$ cat src/rtl/fir_pkg.sv
// Shared defaults for the FIR output stage: data width, FIFO depth, counter width.
package fir_pkg;

   localparam int unsigned FIR_DATA_W = 16;
   localparam int unsigned FIR_DEPTH  = 4;
   localparam int unsigned FIR_CNT_W  = 8;
   localparam int unsigned FIR_PTR_W  = $clog2(FIR_DEPTH);

endpackage

$ cat src/rtl/fir_output_stage_if.sv
// Capture/handshake/status bundle between the FIR datapath, the output stage and downstream.
interface fir_output_stage_if
   import fir_pkg::*;
#(
   parameter int unsigned DATA_W = FIR_DATA_W,
   parameter int unsigned DEPTH  = FIR_DEPTH,
   parameter int unsigned CNT_W  = FIR_CNT_W
);

   logic                     sample_strobe;
   logic [DATA_W-1:0]        fir_data;
   logic [DATA_W-1:0]        out_data;
   logic                     out_valid;
   logic                     out_ready;
   logic [$clog2(DEPTH):0]   level;
   logic                     overflow;
   logic [CNT_W-1:0]         drop_count;
   logic                     overflow_clr;

   // Environment side: produces samples, consumes results and status.
   modport master (
      output sample_strobe, fir_data, out_ready, overflow_clr,
      input  out_data, out_valid, level, overflow, drop_count
   );

   // Output stage side.
   modport slave (
      input  sample_strobe, fir_data, out_ready, overflow_clr,
      output out_data, out_valid, level, overflow, drop_count
   );

endinterface

$ cat src/rtl/fir_out_fifo.sv
// Small power-of-two FIFO with explicit level tracking and a registered head output.
module fir_out_fifo
   import fir_pkg::*;
#(
   parameter int unsigned DATA_W = FIR_DATA_W,
   parameter int unsigned DEPTH  = FIR_DEPTH
) (
   input  logic                    clk,
   input  logic                    rst_n,
   input  logic                    push_i,
   input  logic                    pop_i,
   input  logic [DATA_W-1:0]       push_data_i,
   output logic [DATA_W-1:0]       head_o,
   output logic [$clog2(DEPTH):0]  level_o,
   output logic                    full_o,
   output logic                    empty_o
);

   localparam int unsigned PTR_W = $clog2(DEPTH);
   localparam int unsigned LVL_W = PTR_W + 1;

   logic [DATA_W-1:0] mem_q [DEPTH];
   logic [PTR_W-1:0]  wr_ptr_q, wr_ptr_d;
   logic [PTR_W-1:0]  rd_ptr_q, rd_ptr_d;
   logic [LVL_W-1:0]  level_q, level_d;
   logic [DATA_W-1:0] head_q, head_d;
   logic              full_q, full_d;
   logic              empty_q, empty_d;

   // Next pointers/level; head is precomputed so out_data comes straight from a flop.
   always_comb begin
      wr_ptr_d = wr_ptr_q;
      rd_ptr_d = rd_ptr_q;
      level_d  = level_q;
      head_d   = '0;

      if (push_i) wr_ptr_d = PTR_W'(wr_ptr_q + PTR_W'(1));
      if (pop_i)  rd_ptr_d = PTR_W'(rd_ptr_q + PTR_W'(1));

      case ({push_i, pop_i})
         2'b10:   level_d = LVL_W'(level_q + LVL_W'(1));
         2'b01:   level_d = LVL_W'(level_q - LVL_W'(1));
         default: level_d = level_q;
      endcase

      // New head is the incoming sample when it lands exactly at the next read slot.
      if (level_d != '0) begin
         if (push_i && (wr_ptr_q == rd_ptr_d)) head_d = push_data_i;
         else                                  head_d = mem_q[rd_ptr_d];
      end

      full_d  = (level_d == LVL_W'(DEPTH));
      empty_d = (level_d == '0);
   end

   // Control state with asynchronous clear.
   always_ff @(posedge clk or negedge rst_n) begin
      if (!rst_n) begin
         wr_ptr_q <= '0;
         rd_ptr_q <= '0;
         level_q  <= '0;
         head_q   <= '0;
         full_q   <= 1'b0;
         empty_q  <= 1'b1;
      end else begin
         wr_ptr_q <= wr_ptr_d;
         rd_ptr_q <= rd_ptr_d;
         level_q  <= level_d;
         head_q   <= head_d;
         full_q   <= full_d;
         empty_q  <= empty_d;
      end
   end

   // Sample storage; contents after reset are don't-care.
   always_ff @(posedge clk) begin
      if (push_i) mem_q[wr_ptr_q] <= push_data_i;
   end

   assign head_o  = head_q;
   assign level_o = level_q;
   assign full_o  = full_q;
   assign empty_o = empty_q;

endmodule

$ cat src/rtl/fir_output_stage.sv
// FIR result capture: buffers strobed samples, drives valid/ready, counts overruns.
module fir_output_stage
   import fir_pkg::*;
#(
   parameter int unsigned DATA_W = FIR_DATA_W,
   parameter int unsigned DEPTH  = FIR_DEPTH,
   parameter int unsigned CNT_W  = FIR_CNT_W
) (
   input  logic               clk,
   input  logic               reset,
   fir_output_stage_if.slave  bus
);

   localparam int unsigned LVL_W = $clog2(DEPTH) + 1;

   logic              push;
   logic              pop;
   logic              drop;
   logic              full;
   logic              empty;
   logic [LVL_W-1:0]  level;
   logic [DATA_W-1:0] head;
   logic              overflow_q, overflow_d;
   logic [CNT_W-1:0]  drop_cnt_q, drop_cnt_d;

   // A full FIFO still accepts a strobe when the head leaves on the same edge.
   assign pop  = ~empty & bus.out_ready;
   assign push = bus.sample_strobe & (~full | pop);
   assign drop = bus.sample_strobe & full & ~pop;

   fir_out_fifo #(
      .DATA_W (DATA_W),
      .DEPTH  (DEPTH)
   ) u_fifo (
      .clk         (clk),
      .rst_n       (reset),
      .push_i      (push),
      .pop_i       (pop),
      .push_data_i (bus.fir_data),
      .head_o      (head),
      .level_o     (level),
      .full_o      (full),
      .empty_o     (empty)
   );

   // Overrun tracking; a drop coinciding with a clear restarts the count at one.
   always_comb begin
      overflow_d = overflow_q;
      drop_cnt_d = drop_cnt_q;
      if (drop) begin
         overflow_d = 1'b1;
         if (bus.overflow_clr)       drop_cnt_d = CNT_W'(1);
         else if (drop_cnt_q != '1) drop_cnt_d = CNT_W'(drop_cnt_q + CNT_W'(1));
      end else if (bus.overflow_clr) begin
         overflow_d = 1'b0;
         drop_cnt_d = '0;
      end
   end

   // Overrun state registers.
   always_ff @(posedge clk or negedge reset) begin
      if (!reset) begin
         overflow_q <= 1'b0;
         drop_cnt_q <= '0;
      end else begin
         overflow_q <= overflow_d;
         drop_cnt_q <= drop_cnt_d;
      end
   end

   assign bus.out_data   = head;
   assign bus.out_valid  = ~empty;
   assign bus.level      = level;
   assign bus.overflow   = overflow_q;
   assign bus.drop_count = drop_cnt_q;

endmodule

$ cat src/flat_wrapper.sv
// flat-port wrapper written by rule: the top's interface ports become plain ports
module fir_output_stage_flat import fir_pkg::*;
#(
   parameter int unsigned DATA_W = FIR_DATA_W,
   parameter int unsigned DEPTH  = FIR_DEPTH,
   parameter int unsigned CNT_W  = FIR_CNT_W
)
  (clk, reset, bus_sample_strobe, bus_fir_data, bus_out_ready, bus_overflow_clr, bus_out_data, bus_out_valid, bus_level, bus_overflow, bus_drop_count);
  fir_output_stage_if #(.DATA_W(DATA_W), .DEPTH(DEPTH), .CNT_W(CNT_W)) bus_i ();
  input  logic clk;
  input  logic reset;
  input wire logic [$bits(bus_i.sample_strobe)-1:0] bus_sample_strobe;
  input wire logic [$bits(bus_i.fir_data)-1:0] bus_fir_data;
  input wire logic [$bits(bus_i.out_ready)-1:0] bus_out_ready;
  input wire logic [$bits(bus_i.overflow_clr)-1:0] bus_overflow_clr;
  output wire logic [$bits(bus_i.out_data)-1:0] bus_out_data;
  output wire logic [$bits(bus_i.out_valid)-1:0] bus_out_valid;
  output wire logic [$bits(bus_i.level)-1:0] bus_level;
  output wire logic [$bits(bus_i.overflow)-1:0] bus_overflow;
  output wire logic [$bits(bus_i.drop_count)-1:0] bus_drop_count;
  assign bus_i.sample_strobe = bus_sample_strobe;
  assign bus_i.fir_data = bus_fir_data;
  assign bus_i.out_ready = bus_out_ready;
  assign bus_i.overflow_clr = bus_overflow_clr;
  assign bus_out_data = bus_i.out_data;
  assign bus_out_valid = bus_i.out_valid;
  assign bus_level = bus_i.level;
  assign bus_overflow = bus_i.overflow;
  assign bus_drop_count = bus_i.drop_count;
  fir_output_stage #(.DATA_W(DATA_W), .DEPTH(DEPTH), .CNT_W(CNT_W)) u_core (.clk(clk), .reset(reset), .bus(bus_i));
endmodule
$ cat config.mk
export PLATFORM = sky130hd
export DESIGN_NAME = fir_output_stage_flat
export DESIGN_NICKNAME = d
export VERILOG_FILES = /design/src/rtl/fir_pkg.sv /design/src/rtl/fir_output_stage_if.sv /design/src/rtl/fir_out_fifo.sv /design/src/rtl/fir_output_stage.sv /design/src/flat_wrapper.sv
export SDC_FILE = /design/constraint.sdc
export NUM_CORES = 1
export LEC_CHECK = 0
export ABC_AREA = 1
export CORE_MARGIN = 2
export CORE_UTILIZATION = 50
export CTS_BUF_LIST = sky130_fd_sc_hd__clkbuf_16
export DETAILED_ROUTE_END_ITERATION = 6
export PLACE_DENSITY = 0.72
export REMOVE_ABC_BUFFERS = 1
export SKIP_LAST_GASP = 1
export SLEW_MARGIN = 10
export SYNTH_ARGS = -nofsm -noshare
export SYNTH_HDL_FRONTEND = slang
export SYNTH_SLANG_ARGS = --single-unit
$ cat constraint.sdc
create_clock -name clk -period 3.25 [get_ports clk]
set_clock_uncertainty 0.05 [all_clocks]
set_input_delay 0.325 -clock clk [delete_from_list [all_inputs] [get_ports clk]]
set_output_delay 0.325 -clock clk [all_outputs]
set_load 0.03 [all_outputs]
Word level (Yosys, flattened, before mapping)
Memory sizes are Yosys's and may differ from the RTL's.
Index checks and enable logic that the tools add are counted.
- $mul: 0
- reductions and logical operators: 6
- bitwise gates (word level): 8
- $add $sub $neg: 5
- shifts and indexed selects: 0
- eq/ne operators: 5
- multiplexer cells: 12
- div/mod/pow operators: 0
- order comparisons: 0
- operators by type and width (cell ; number):
    16-bit 2-to-1 mux ; 2
    8-bit 2-to-1 mux ; 4
    8-bit by 1-bit adder with 8-bit output, second input constant ; 1
    8-bit != test, second input constant ; 1
    3-bit one-hot mux with 2 select lines ; 1
    2-bit by 1-bit adder with 2-bit output, second input constant ; 2
    1-bit AND ; 4
    1-bit 2-to-1 mux ; 4
    2-bit nonzero test ; 2
    3-bit by 1-bit adder with 3-bit output, second input constant ; 1
    3-bit == test, second input constant ; 1
    3-bit logical NOT ; 1
    1-bit inverter ; 3
    3-bit nonzero test ; 1
    3-bit by 1-bit subtractor with 3-bit output, second input constant ; 1
    2-bit by 1-bit == test with 1-bit output, second input constant ; 1
    2-bit == test ; 1
    2-bit == test, second input constant ; 1
    2-bit 2-to-1 mux ; 1
    2-bit AND reduction ; 1
    1-bit logical AND ; 1
    1-bit bitwise OR ; 1
- bits in writable memories: 64
- bits in read-only memories: 0
- input bits: 21
- bits in registers: 34
- latch bits: 0
- memories: 1
- word-level logic and storage cells: 45
- memories (name ; depth ; width ; rd ports ; clocked after memory_dff ; wr ports ; RTL line ; RTL):
    u_core.u_fifo.mem_q ; 4 ; 16 ; 1 ; 0 ; 1 ; fir_out_fifo.sv:22 ; logic [DATA_W-1:0] mem_q [DEPTH];

Depth between registers and ports, before layout
Gate-level depths: netlist (run 1).
- depth after elaboration: 8
- depth in mapped cells: 15
- gate-level depth less buffers: 14

Cells and area by module
From an unflattened synthesis (run 1), not the netlist that was laid out.
- cells, all modules: 467
- area, all modules: 4555.6 µm²
- modules (own cells, without submodules) (module ; seq. area each (µm²) ; times used ; cells an instance ; area each (µm²)):
    fir_out_fifo ; 2548.7 ; 1 ; 382 ; 3943.8
    fir_output_stage ; 225.2 ; 1 ; 85 ; 611.8

Worst setup path before layout (run 1)
Ideal clock, no wire load.
- path kind: flip-flop to flip-flop
- start: reg u_core.u_fifo.empty_q (netlist: u_core.u_fifo.empty_o)
- end: reg u_core.u_fifo.head_q[14] (netlist: u_core.u_fifo.head_o[14])
- data required time: 3.129 ns
- slack: 0.619 ns
- data arrival time: 2.510 ns
- clock period less this slack: 2.631 ns
- cell stages (with the launch flop): 16
- path through: dfstp_2 -> inv_2 -> nand2_4 -> a21oi_4 -> inv_1 -> ha_1 -> fa_1 -> nor2_1 -> nor2_1 -> nand2_1 -> xor2_1 -> inv_1 -> nand2_1 -> buf_2 -> nand2_1 -> nor2_1
- cells in the longest elaborated chain, start to end: 8
- elaborated cells between the ends (all ways): 14
- ends and longest elaborated chain (element ; RTL line ; RTL):
    start, declared ; fir_out_fifo.sv:28 ; logic empty_q, empty_d;
    start signal, assigned ; fir_out_fifo.sv:71 ; empty_q <= empty_d;
    1-bit inverter * ; -- ;
    via bus_out_valid ; flat_wrapper.sv:17 ; output wire logic [$bits(bus_i.out_valid)-1:0] bus_out_valid;
    1-bit AND * ; fir_output_stage.sv:27 ; assign pop = ~empty & bus.out_ready;
    1-bit bitwise OR ; fir_output_stage.sv:28 ; assign push = bus.sample_strobe & (~full | pop);
    1-bit AND ; fir_output_stage.sv:28 ;
    2-bit by 1-bit == test with 1-bit output / 2-bit == test (equally long branches) ; fir_out_fifo.sv:40 ; case ({push_i, pop_i})
    3-bit one-hot mux with 2 select lines * ; fir_out_fifo.sv:40 ;
    via u_core.u_fifo.level_d[2] ; fir_out_fifo.sv:25 ; logic [LVL_W-1:0] level_q, level_d;
    3-bit nonzero test * ; fir_out_fifo.sv:47 ; if (level_d != '0) begin
    16-bit 2-to-1 mux * ; fir_out_fifo.sv:47 ;
    via u_core.u_fifo.head_d[14] ; fir_out_fifo.sv:26 ; logic [DATA_W-1:0] head_q, head_d;
    end signal, assigned ; fir_out_fifo.sv:62 ; head_q <= '0;
    end signal, assigned ; fir_out_fifo.sv:69 ; head_q <= head_d;
    end, declared ; fir_out_fifo.sv:26 ;
The timed path passes the listed nets; every way through them passes the cells marked *.
A chain may end at the register's enable or synchronous reset.

Worst setup path in the final report (run 1)
- start: in bus_out_ready
- end: reg u_core.u_fifo.head_q[12] (netlist: u_core.u_fifo.head_o[12])
- cells in the longest elaborated chain, start to end: 7
- elaborated cells between the ends (all ways): 13
- ends and longest elaborated chain (element ; RTL line ; RTL):
    start, declared ; flat_wrapper.sv:14 ; input wire logic [$bits(bus_i.out_ready)-1:0] bus_out_ready;
    1-bit AND * ; fir_output_stage.sv:27 ;
    1-bit bitwise OR ; fir_output_stage.sv:28 ;
    1-bit AND ; fir_output_stage.sv:28 ;
    2-bit by 1-bit == test with 1-bit output / 2-bit == test (equally long branches) ; fir_out_fifo.sv:40 ;
    3-bit one-hot mux with 2 select lines * ; fir_out_fifo.sv:40 ;
    via u_core.u_fifo.level_d[2] ; fir_out_fifo.sv:25 ;
    3-bit nonzero test * ; fir_out_fifo.sv:47 ;
    16-bit 2-to-1 mux * ; fir_out_fifo.sv:47 ;
    via u_core.u_fifo.head_d[12] ; fir_out_fifo.sv:26 ;
Marked as above.

==> flow_metrics.py, run 1 <==
metrics = {
    "logic_synthesis": {
        "synth_compound_area_frac": 0.0229,
        "synthSimpleGateAreaFrac": 0.240,
        "synthMuxAreaShare": 0.00248,
        "synth-seq-cells": 98,
        "yosysTopAreaCell": "edfxtp_1",
        "synth_top_area_frac": 0.424,
        "synth.avg_cell_area_um2": 9.75,
        "synth_fa_ha_area_frac": 0.0210,
        "synthDistinctLibCells": 33,
        "ys_dominant_reg_cell": "edfxtp_1",
        "synth_seq_area_share": 0.612,
        "yosys_warnings": 0,
        "synth_most_common_cell": "nand2_1",
        "netlist_area_mm2": 0.00453,
        "synthArstFlopShare": 0.347,
        "synth_edf_count": 64,
        "netlist_top_cells_count": "nand2_1 (119), inv_1 (87), edfxtp_1 (64)",
        "synth_area_leaders": "edfxtp_1 (42%), dfrtp_1 (18%), nand2_1 (9.9%), inv_1 (7.2%), nand3_1 (4.5%)",
        "synthCells": 465,
        "synth_xor_area_frac": 0.00773,
        "synth_top_family_by_area": "simple AND/OR/NAND/NOR gates",
    },
    "critical_path": {
        "path_class": "in2reg",
        "arrival_ns": 2.92,
        "start_kind": "input pin",
        "cp_data_required_time_ns": 3.46,
        "reg2reg_setup_slack_ns": 0.69,
        "setup.worst_path.end_class": "flop",
        "worstPathMaxFanout": 17,
    },
    "flow_run": {
        "drv_cap": 0,
    },
    "drt": {
        "initialDrtViolationCount": 183,
        "first_pass_iters": 4,
        "ant_nets": 0,
        "num_vias": 3112,
        "wl_mm": 9.04,
        "drc": 0,
        "vias_per_cell": 4.92,
        "wl_per_cell_um": 14.3,
    },
    "layout": {
        "syn2layout_area_growth_pct": 19.7,
        "drive_gt1_frac": 0.0706,
        "seq_area_mm2": 0.00277,
        "diodes": 0,
        "fillers": 697,
        "fin_area_mm2": 0.00543,
        "multi_input_area_mm2": 0.00133,
        "nets": 547,
        "postLayoutCoreUtil": 0.619,
    },
    "sta": {
        "hold_ws_ns": 0.0305,
        "rsz0062_at_grt": "false",
        "fin_crit_sh": 0.833,
        "tightest_slew_ns": 0.818,
        "relSlewSlack": 0.455,
        "min_period_ns": 2.71,
        "finalSetupViolations": 0,
        "tns_ns": 0,
        "fmax_mhz": 369,
        "hold_viol_final": 0,
        "finalMaxSlewViolations": 0,
    },
    "clock_tree": {
        "root_buffer": "clkbuf_16",
        "cts_sinks": 98,
        "numCtsBuffers": 9,
        "cts_setup_buffers": 0,
        "clock_path_buffers": 2,
        "cts_hold_buf": 0,
        "clk-insertion-delay-late_ns": 0.33,
        "cts_resized": 0,
        "htreeDepth": 3,
        "cts_tree": "yes",
        "clk_pin_slew_ns": 0.07,
    },
    "pwr": {
        "powerDensity_mw_per_mm2": 893,
        "p_total_mw": 4.85,
        "p_leak_nw": 2.51,
        "peakVddDrop_mv": 0.455,
    },
    "floorplanning": {
        "coreArea_mm2": 0.00876,
        "ios": 50,
        "die_area_mm2": 0.00985,
        "std_cell_rows": 34,
        "initial_core_util": 0.517,
        "chipHeight_um": 99.2,
        "die_w_um": 99.2,
    },
    "grt": {
        "grt_pass1_vias": 3154,
        "grt_max_degree": 36,
        "grt_usage": 0.194,
        "antenna_found_initial": 0,
        "grt_pass1_wl_mm": 15.0,
        "gr-total-overflow": 0,
    },
    "outcome": {
        "status": "complete, no violations",
    },
    "placement": {
        "portBuffers": 49,
        "dp_hpwl_mm": 5.47,
        "gp_congestion": 0.847,
        "placed_area_mm2": 0.00511,
    },
    "hold_path": {
        "hold_class": "in2async",
    },
}
[cells by family (layout without fill, tap and decap cells)]
kind of cell               Yosys count  count (layout)
and+or+nand+nor                    235             235
xor gates and xnor gates             4               4
muxes                                1               1
adders and majority gates            7               7
AOI/OAI and AO/OA                   17              17
buffers and inverters              103             162
DFF                                 98              98
[registers in the layout (all words and copies together) (netlist names)]
register and count:
u_core.u_fifo.full_o 1, u_core.u_fifo.head_o 16, u_core.u_fifo.level_o 3, u_core.u_fifo.mem_q 64
u_core.u_fifo.rd_ptr_q 2, u_core.u_fifo.wr_ptr_q 2, u_core.bus.overflow 1, u_core.bus.drop_count 8
u_core.u_fifo.empty_o 1
[final timing paths]
kind                                            start                       end  cells after the start
worst max-delay path                    bus_out_ready  u_core.u_fifo.head_o[12]                     15
worst min-delay path                            reset  u_core.u_fifo.level_o[1]                      1
worst max register to register  u_core.u_fifo.empty_o  u_core.u_fifo.head_o[12]                     15
worst min register to register    u_core.bus.overflow       u_core.bus.overflow                      2
max in group asynchronous                       reset  u_core.u_fifo.head_o[10]                      1
min in group clk                  u_core.bus.overflow       u_core.bus.overflow                      2
[per-layer routing]
metal,global-route usage,vias to the layer above,wire (µm)
met5,0,-,0
met4,0.0569,0,93
met3,0.0365,12,482
met2,0.337,92,4570
met1,0.250,1440,3900
li1,-,1568,-
[final cells by class]
type	instances	area share
Inverter	91	0.0629
Multi-Input combinational cell	264	0.246
Clock inverter	7	0.0159
Sequential cell	98	0.511
Timing Repair Buffer	55	0.0978
Tap cell	108	0.0249
Clock buffer	9	0.0415
[metrics by stage]
stage	worst slack [ns]	std cells
after CTS	0.518	632
after global placement	0.306	616
after floorplan	0.654	453
after detailed placement	0.187	616
after global routing	0.286	632
final	0.543	632
[report_power, final]
part / switching [mW] / internal, mW / total, mW
clock: 0.436 / 0.666 / 1.10
sequential: 0.123 / 1.67 / 1.79
combinational: 1.28 / 0.674 / 1.95
total: 1.84 / 3.01 / 4.85
[worst max-delay path, stage by stage]
cell             delay, ns
clkdlybuf4s50_1       0.60
nand2_4               0.14
a21oi_4               0.14
inv_1                 0.10
ha_1                  0.25
fa_1                  0.39
nor2_1                0.10
nor2_1                0.05
nand2_1               0.07
xor2_1                0.17
inv_1                 0.07
nand2_1               0.06
buf_4                 0.25
nand2_1               0.09
nor2_1                0.10
[cells in the final DEF, fill, tap and decap left out, types with 6 or more instances in the layout]
cell type        instances
inv_1                   89
clkdlybuf4s50_1         48
nor2_1                  46
ha_1                     6
nand2_1                119
nand3_1                 41
dfrtp_1                 33
clkbuf_16                9
buf_4                    6
edfxtp_1                64
nand3b_1                16
a21oi_1                  7
Power figures use the tool's default switching activity.
==> run 2, diff against run 1 <==
Clock period 3.25 ns to 2.8 ns, I/O delays scaled along.
==> run 2 against run 1 <==
Net effect:
- the run now ends with negative hold slack left
- sequential power up 16%
- power up 14%
- combinational power up 20%
- via count up 2.0%
- flip-flop and latch count unchanged
- critical path type is now reg2reg
- clock power about the same
==> flow_metrics.py, run 2 (synthesis gave the netlist of run 1 again) <==
metrics = {
    "outcome": {
        "status": "complete, but fails checks",
        "failed_checks": "negative hold slack",
    },
    "drt": {
        "ant_nets": 0,
        "wl_mm": 8.98,
        "wl_per_cell_um": 14.1,
        "num_vias": 3173,
        "drc": 0,
        "first_pass_iters": 4,
        "vias_per_cell": 4.97,
        "initialDrtViolationCount": 202,
    },
    "critical_path": {
        "cp_data_required_time_ns": 3.01,
        "path_cells": "inv_2 > nand2_4 > a21oi_4 > inv_1 > ha_1 > fa_1 > nor2_1 > nor2_1 > nand2_1 > xor2_1 > inv_1 > nand2_1 > buf_12 > nand2_1 > nor2_1",
        "arrival_ns": 2.61,
        "path_class": "reg2reg",
        "critPathTopFamily": "adder cells",
        "worstPathMaxFanout": 17,
        "path_buf_inv": 4,
        "start_kind": "flop",
        "setup.worst_path.end_class": "flop",
        "cpPeakStageDelay_ns": 0.39,
        "slowest_stage": "dfstp_2",
    },
    "floorplanning": {
        "chipHeight_um": 99.2,
        "initial_core_util": 0.517,
        "ios": 50,
        "std_cell_rows": 34,
        "coreArea_mm2": 0.00876,
        "die_w_um": 99.2,
        "die_area_mm2": 0.00985,
    },
    "clock_tree": {
        "cts_sinks": 98,
        "cts_hold_buf": 0,
        "cts_setup_buffers": 0,
        "clk-insertion-delay-late_ns": 0.33,
        "cts_tree": "yes",
        "cts_resized": 0,
        "numCtsBuffers": 9,
        "htreeDepth": 3,
        "root_buffer": "clkbuf_16",
        "clock_path_buffers": 2,
        "clk_pin_slew_ns": 0.07,
    },
    "layout": {
        "layout_commonest_cell": "nand2_1",
        "multi_input_area_mm2": 0.00133,
        "diodes": 0,
        "seq_area_mm2": 0.00277,
        "largest-register": "u_core.u_fifo.mem_q",
        "drive_gt1_frac": 0.0830,
        "syn2layout_area_growth_pct": 20.0,
        "largest_register_ffs": 64,
        "fillers": 734,
        "mostFrequentLayoutCells": "nand2_1 (119), inv_1 (88), edfxtp_1 (64), clkdlybuf4s50_1 (48), nor2_1 (46)",
        "nets": 553,
    },
    "placement": {
        "portBuffers": 49,
        "dp_hpwl_mm": 5.61,
        "gp_congestion": 0.841,
    },
    "sta": {
        "finalMaxSlewViolations": 0,
        "min_period_ns": 2.40,
        "fin_crit_sh": 0.857,
        "finalSetupViolations": 0,
        "tightest_slew_ns": 0.803,
        "relSlewSlack": 0.465,
        "rsz0062_at_grt": "false",
        "fmax_mhz": 417,
        "tns_ns": 0,
        "hold_viol_final": 33,
        "hold_ws_ns": -0.0203,
    },
    "hold_path": {
        "hold_class": "in2async",
    },
    "grt": {
        "grt_pass1_wl_mm": 14.8,
        "antenna_found_initial": 0,
        "grt_usage": 0.195,
        "grt_pass1_vias": 3107,
        "grt_max_degree": 35,
        "gr-total-overflow": 0,
    },
    "pwr": {
        "peakVddDrop_mv": 0.522,
        "p_leak_nw": 2.52,
        "powerDensity_mw_per_mm2": 1020,
    },
    "flow_run": {
        "drv_cap": 0,
    },
}
## run 2: cell count changes in the layout (fill, tap and decap cells not counted), sizes merged
| cell | previous run | this run |
|---|---|---|
| inv | 93 | 94 |
| buf | 7 | 13 |
| bufinv | 2 | 0 |
| clkinv | 1 | 2 |
## run 2: area by class of cell
cell class	instances	area share
Clock buffer	9	0.0414
Multi-Input combinational cell	264	0.245
Timing Repair Buffer	61	0.108
Tap cell	108	0.0248
Clock inverter	7	0.00828
Inverter	91	0.0628
Sequential cell	98	0.510
## run 2: path summary, 6_finish.rpt
check	slack, ns	startpoint	depth (start not counted)	endpoint
setup reg to reg	0.40	u_core.u_fifo.empty_o	15	u_core.u_fifo.head_o[1]
min in group clk	0.43	u_core.bus.overflow	2	u_core.bus.overflow
hold reg to reg	0.43	u_core.bus.overflow	2	u_core.bus.overflow
hold / removal	-0.02	reset	1	u_core.u_fifo.head_o[3]
max in group asynchronous	2.21	reset	1	u_core.u_fifo.head_o[8]
setup / recovery	0.40	u_core.u_fifo.empty_o	15	u_core.u_fifo.head_o[1]
## run 2: per-layer routing
layer / routed length, µm / up-vias / global-route usage / share of wire
li1: - / 1578 / - / -
met1: 3800 / 1517 / 0.252 / 0.42
met2: 4690 / 73 / 0.333 / 0.52
met3: 447 / 5 / 0.0478 / 0.050
met4: 48 / 0 / 0.0474 / 0.0053
met5: 0 / - / 0 / 0
## run 2: where the power goes
part / total (mW) / internal [mW] / switching, mW
sequential: 2.08 / 1.94 / 0.145
clock: 1.11 / 0.600 / 0.505
combinational: 2.34 / 0.838 / 1.50
## run 2: stage by stage
step / setup WS, ns / instances / power, mW / cell area [µm²] / util
4_1_cts: 0.374 / 638 / 5.58 / 5440 / 0.621
3_3_place_gp: 0.155 / 622 / 4.38 / 5170 / 0.590
2_1_floorplan: 0.204 / 453 / 3.60 / 4450 / -
6_report: 0.401 / 638 / 5.53 / 5440 / 0.621
5_1_grt: 0.165 / 638 / 5.92 / 5440 / 0.621
3_5_place_dp: 0.0386 / 622 / 4.46 / 5170 / 0.590
